==> config.mk <==
export PLATFORM = sky130hd
export DESIGN_NAME = prio_arbiter
export DESIGN_NICKNAME = d
export VERILOG_FILES = /design/src/rtl/prio_arbiter.sv
export SDC_FILE = /design/constraint.sdc
export NUM_CORES = 1
export LEC_CHECK = 0
export BUFFER_PORTS_ARGS = -buffer_cell sky130_fd_sc_hd__buf_2
export CORE_MARGIN = 2
export CORE_UTILIZATION = 29
export DETAILED_ROUTE_END_ITERATION = 8
export GPL_TIMING_DRIVEN = 0
export PLACE_DENSITY = 0.61
export SLEW_MARGIN = 20
export SYNTH_ARGS = -nofsm -noshare
export SYNTH_HDL_FRONTEND = slang
export SYNTH_SLANG_ARGS = --single-unit
==> constraint.sdc <==
create_clock -name clk -period 2.21 [get_ports clk]
set_input_delay 0.442 -clock clk [delete_from_list [all_inputs] [get_ports clk]]
set_output_delay 0.442 -clock clk [all_outputs]
set_load 0.01 [all_outputs]
==> src/rtl/prio_arbiter.sv <==
// -----------------------------------------------------------------------------
// prio_arbiter
//
// Registered N-way arbiter for a shared resource (bus, memory port). When the
// arbiter is idle it picks one active requester and grants it. It then holds
// that grant, without preemption, until the owner releases it. The owner
// releases by pulsing done or by dropping its request. At least one idle
// cycle always separates two grants.
//
// Winner selection is fixed at elaboration:
//   RR_MODE = 0 : fixed priority, req[0] highest.
//   RR_MODE = 1 : round-robin. The scan starts at a rotating pointer that
//                 moves to just past the previous owner each time a grant ends.
//
// Parameters:
//   N        number of request lines (2..32)
//   IDX_W    width of the encoded grant index, must equal $clog2(N)
//   RR_MODE  0 = fixed priority, 1 = round-robin
//
// Ports:
//   clk          rising-edge clock
//   rst_n        asynchronous active-low reset
//   req          request lines, bit i belongs to requester i
//   done         owner releases the grant (ignored while idle)
//   grant        registered one-hot grant, all zero when idle
//   grant_idx    registered index of the owner, 0 when idle
//   grant_valid  high while a grant is held
//   busy         copy of grant_valid for status/debug
// -----------------------------------------------------------------------------
module prio_arbiter #(
   parameter int N       = 8,
   parameter int IDX_W   = 3,
   parameter bit RR_MODE = 1'b0
) (
   input  logic             clk,
   input  logic             rst_n,
   input  logic [N-1:0]     req,
   input  logic             done,
   output logic [N-1:0]     grant,
   output logic [IDX_W-1:0] grant_idx,
   output logic             grant_valid,
   output logic             busy
);

   // ---------------------------------------------------------------------------
   // Elaboration-time parameter checks
   // ---------------------------------------------------------------------------
   if (N < 2 || N > 32) begin : g_bad_n
      $error("prio_arbiter: N=%0d is outside the supported range 2..32", N);
   end

   if (IDX_W != $clog2(N)) begin : g_bad_idx_w
      $error("prio_arbiter: IDX_W=%0d must equal $clog2(N)=%0d", IDX_W, $clog2(N));
   end

   // ---------------------------------------------------------------------------
   // State
   // ---------------------------------------------------------------------------
   typedef enum logic {
      IDLE  = 1'b0,
      GRANT = 1'b1
   } state_e;

   state_e           state_q,     state_d;
   logic [N-1:0]     grant_q,     grant_d;
   logic [IDX_W-1:0] grant_idx_q, grant_idx_d;
   logic [IDX_W-1:0] rr_ptr_q,    rr_ptr_d;

   // Winner of the current cycle's requests (valid only when win_found)
   logic             win_found;
   logic [IDX_W-1:0] win_idx;
   logic [IDX_W-1:0] scan_start;

   // Owner gives the grant up
   logic             release_grant;

   // ---------------------------------------------------------------------------
   // Winner selection
   //
   // Scan N positions starting at scan_start and wrap past N-1. The first set
   // bit wins. With scan_start tied to 0 this reduces to plain lowest-index
   // priority, so both modes share one scan loop.
   // ---------------------------------------------------------------------------
   assign scan_start = RR_MODE ? rr_ptr_q : '0;

   // NOTE: every signal written in an always_comb gets a default before any
   // conditional assignment. A path that leaves a signal unassigned would
   // otherwise infer a latch.
   always_comb begin
      int cand;
      win_found = 1'b0;
      win_idx   = '0;
      cand      = 0;
      for (int k = 0; k < N; k++) begin
         cand = int'(scan_start) + k;
         if (cand >= N) begin
            cand = cand - N;
         end
         if (!win_found && req[cand]) begin
            win_found = 1'b1;
            win_idx   = cand[IDX_W-1:0];
         end
      end
   end

   // ---------------------------------------------------------------------------
   // Next-state / output logic
   // ---------------------------------------------------------------------------
   // done and a dropped request are handled the same way
   assign release_grant = done || !req[grant_idx_q];

   always_comb begin
      state_d     = state_q;
      grant_d     = grant_q;
      grant_idx_d = grant_idx_q;
      rr_ptr_d    = rr_ptr_q;

      case (state_q)
         IDLE: begin
            // win_found is equivalent to req != 0
            if (win_found) begin
               state_d          = GRANT;
               grant_d          = '0;
               grant_d[win_idx] = 1'b1;
               grant_idx_d      = win_idx;
            end
         end

         GRANT: begin
            // Requests that arrive on the exit edge are not looked at here.
            // They are arbitrated in the IDLE cycle that follows, which also
            // enforces the mandatory gap between grants.
            if (release_grant) begin
               state_d     = IDLE;
               grant_d     = '0;
               grant_idx_d = '0;
               if (RR_MODE) begin
                  rr_ptr_d = (grant_idx_q == IDX_W'(N - 1)) ? '0
                                                            : grant_idx_q + 1'b1;
               end
            end
         end

         default: begin
            state_d     = IDLE;
            grant_d     = '0;
            grant_idx_d = '0;
         end
      endcase
   end

   // ---------------------------------------------------------------------------
   // Registers
   // ---------------------------------------------------------------------------
   // NOTE: sequential state uses non-blocking assignments only. All flops then
   // update together from the values before the edge, so the result does not
   // depend on the order in which blocks are evaluated.
   always_ff @(posedge clk or negedge rst_n) begin
      if (!rst_n) begin
         state_q     <= IDLE;
         grant_q     <= '0;
         grant_idx_q <= '0;
         rr_ptr_q    <= '0;
      end else begin
         state_q     <= state_d;
         grant_q     <= grant_d;
         grant_idx_q <= grant_idx_d;
         rr_ptr_q    <= rr_ptr_d;
      end
   end

   // ---------------------------------------------------------------------------
   // Outputs, all taken straight from flops
   // ---------------------------------------------------------------------------
   assign grant       = grant_q;
   assign grant_idx   = grant_idx_q;
   assign grant_valid = (state_q == GRANT);
   assign busy        = grant_valid;

endmodule

==> key figures <==
Clocking
  • Cts repair resizes: 0
  • Clock transition at path regs: 80 ps
  • CTS tree: built
  • Number of CTS-inserted buffers: 3
  • Root Driver: clkbuf_4
  • Hold buffer count at CTS: 0
  • Htree depth: 1
  • Clock Latency Late Sink: 280 ps
  • Post-CTS Setup Repair Bufs: 0
  • CTS Sinks: 12
  • CTS Buffer Depth: 2

Synth
  • Most frequent cell after synthesis: nand2_1
  • Syn_area_per_cell: 8.79 µm²
  • Post-synth ARST share: 100%
  • Synth top area share: 38.8%
  • Largest area contributor in the netlist: dfrtp_1
  • Post-Synthesis Cells: 88
  • Mapped cell area: 773 µm²
  • Post-synth EDFFs: 0
  • Ys Warns: 0
  • Top area cells in the synthesized netlist: dfrtp_1 39%, nand2_1 6.8%, o21ai_0 6.5%, a22oi_1 2.9%, buf_6 2.9%
  • Mapped Nets: 99
  • Main synth FF type: dfrtp_1
  • Top post-synthesis cells by count: 14 x nand2_1, 12 x dfrtp_1, 10 x o21ai_0, 6 x nor2_1
  • Synth cell types: 33
  • Flops & latches, synth: 12
  • Sequential-to-total area share from yosys stat: 38.8%

Place
  • DP HPWL: 1490 µm
  • Port bufs: 21
  • GPL Wtd Cong: 0.839
  • Cells after DPL: 139
  • Placed standard-cell area: 916 µm²

STA
  • Tcrit/Tclk final: 77.9%
  • Setup TNS: 0 ps
  • Final Hold Violating Endpoints: 0
  • Final Max Tran Viols: 0
  • RSZ-0062 raised after global routing: false
  • Setup Skew: 2.40 ps
  • Fin crit period: 1720 ps
  • Slew @ Worst Pin: 781 ps
  • Hold slack: 26.0 ps
  • # setup viols final: 0
  • F_max: 0.581 GHz
  • Worst slew margin: 47.9%

Layout
  • Design Area, Final: 952 µm²
  • Fillers: 267
  • Layout Nets: 125
  • Share of layout cells above drive strength 1: 32.7%
  • Layout Cells excl Fill: 143
  • Antenna cells: 0
  • Area grow syn2layout: 23.1%

Routing
  • Via-to-Cell Ratio: 5.42
  • Total wire length: 2020 µm
  • WL/cell: 14.1 µm
  • Via Count: 775
  • DRC viols: 0
  • Initial DRC Count: 21
  • Drt pass-1 iters: 4
  • Final ANT Viol Nets: 0

GRT
  • Total track usage: 13.9%
  • Largest net degree at the start of global routing: 13
  • First-pass GRT wire length: 3480 µm
  • Gr ovfl total: 0
  • Vias in the first global route: 748
  • Initial antenna violation count: 0

Power
  • Sw Pwr: 0.269 mW
  • Static Leak: 0.430 nW
  • Sequential power share: 40.8%
  • Pwr Density: 767 mW/mm²
  • Combinational share of power: 34.7%
  • Clock power frac: 24.5%
  • Maximum VDD drop: 436 µV
  • Internal power: 0.461 mW
  • Total Power: 0.730 mW
  • Sw Ratio: 36.8%

Die
  • Initial Utilization: 30.9%
  • I/O pins: 24
  • Rows: 18
  • Core area: 0.00250 mm²
  • Die Ht: 55.6 µm
  • Die W: 55.6 µm
  • Die area: 0.00310 mm²

Critical path
  • CP Class: flop to flop
  • Required time of the worst setup path: 2360 ps
  • Worst r2r src: grant_idx[2]$_DFFE_PN0P_
  • Critical-path maximum fanout: 10
  • Number of cells on the worst reg-to-reg path: 5
  • CP arrival: 1870 ps
  • Crit-path slowest cell: mux4_2
  • Largest delay contributor family on the critical path: multiplexers
  • CP Launch Type: flop
  • CP peak stage delay: 550 ps
  • CP cell instances: mux4_2 -> or2_1 -> buf_6 -> nand4_1 -> nand3_1
  • Buf+Inv Stages, Crit Path: 1
  • Reg-to-reg critical path endpoint: grant[7]$_DFFE_PN0P_
  • Setup crit end kind: flop
  • R2R setup slack: 490 ps

Hold path
  • Path type of the worst min-delay path: input pin to async pin

Status
  • Status: finished, final reports clean

Job
  • Max Cap Viol: 0
## area by class of cell
cell class	instances	area (µm²)	area share [%]
flip-flops and latches	12	300	31.5
well taps	30	37.5	3.94
inverters	3	11.3	1.18
clock buffers	4	36.3	3.81
multi-input cells	68	419	44.0
repair buffers	21	105	11.0
plain buffers	5	42.5	4.47
## cells in the final DEF, fill, tap and decap left out, types with 2 or more instances in the layout
| cell type | netlist | layout |
|---|---|---|
| nand2b_1 | 2 | 2 |
| nor2_1 | 6 | 6 |
| nor3_1 | 2 | 2 |
| nand4_1 | 2 | 2 |
| buf_2 | 1 | 22 |
| nor4_1 | 3 | 3 |
| a22oi_1 | 3 | 3 |
| buf_6 | 2 | 2 |
| o21ai_0 | 10 | 10 |
| clkbuf_4 | 0 | 3 |
| nor4b_1 | 2 | 2 |
| nor2b_1 | 2 | 2 |
| buf_4 | 2 | 2 |
| nand2_1 | 14 | 14 |
| nand3_1 | 3 | 3 |
| inv_1 | 3 | 3 |
| dfrtp_1 | 12 | 12 |
| a21oi_1 | 3 | 3 |
## state kept, by name (all words and copies together), names as in the netlist
name	cells
grant	8
busy	1
grant_idx	3
## power by group through the flow
| stage | Clock (mW) | Combinational [mW] | Sequential (mW) |
|---|---|---|---|
| floorplan | 0 | 0.146 | 0.308 |
| global placement | 0 | 0.250 | 0.301 |
| detailed placement | 0 | 0.253 | 0.303 |
| CTS | 0.183 | 0.256 | 0.299 |
| global route | 0.196 | 0.277 | 0.304 |
| finish | 0.179 | 0.253 | 0.298 |
## worst max-delay path by stage
| stage | startpoint | end | slack (ps) | cells past startpoint |
|---|---|---|---|---|
| after CTS | grant_idx[2]$_DFFE_PN0P_ | grant[7]$_DFFE_PN0P_ | 470 | 5 |
| after global placement | req[3] | grant[5]$_DFFE_PN0P_ | 370 | 5 |
| after global routing | grant_idx[1]$_DFFE_PN0P_ | grant[2]$_DFFE_PN0P_ | 360 | 4 |
| after detailed placement | req[4] | grant[7]$_DFFE_PN0P_ | 370 | 5 |
| final | grant_idx[2]$_DFFE_PN0P_ | grant[7]$_DFFE_PN0P_ | 490 | 5 |
| after floorplan | req[0] | grant[7]$_DFFE_PN0P_ | 550 | 6 |
## kinds of logic after synthesis
group / count (synthesis) / synth area share, %
flops: 12 / 38.8
simple gates: 41 / 28.6
buf+inv: 8 / 6.96
compound gates: 24 / 19.9
mux: 3 / 5.66
## per-stage QoR
| step | setup WS [ps] | util, % |
|---|---|---|
| 2_1_floorplan | 555 | - |
| 3_3_place_gp | 371 | 36.6 |
| 3_5_place_dp | 371 | 36.6 |
| 4_1_cts | 473 | 38.1 |
| 5_1_grt | 364 | 38.1 |
| 6_report | 488 | 38.1 |
## layer usage
metal	up-vias	wire length [µm]	GRT usage (%)
met4	0	44	6.27
met1	360	939	20.1
li1	379	-	-
met5	-	0	0
met2	31	888	19.7
met3	5	145	2.79
Power figures use the tool's default switching activity.
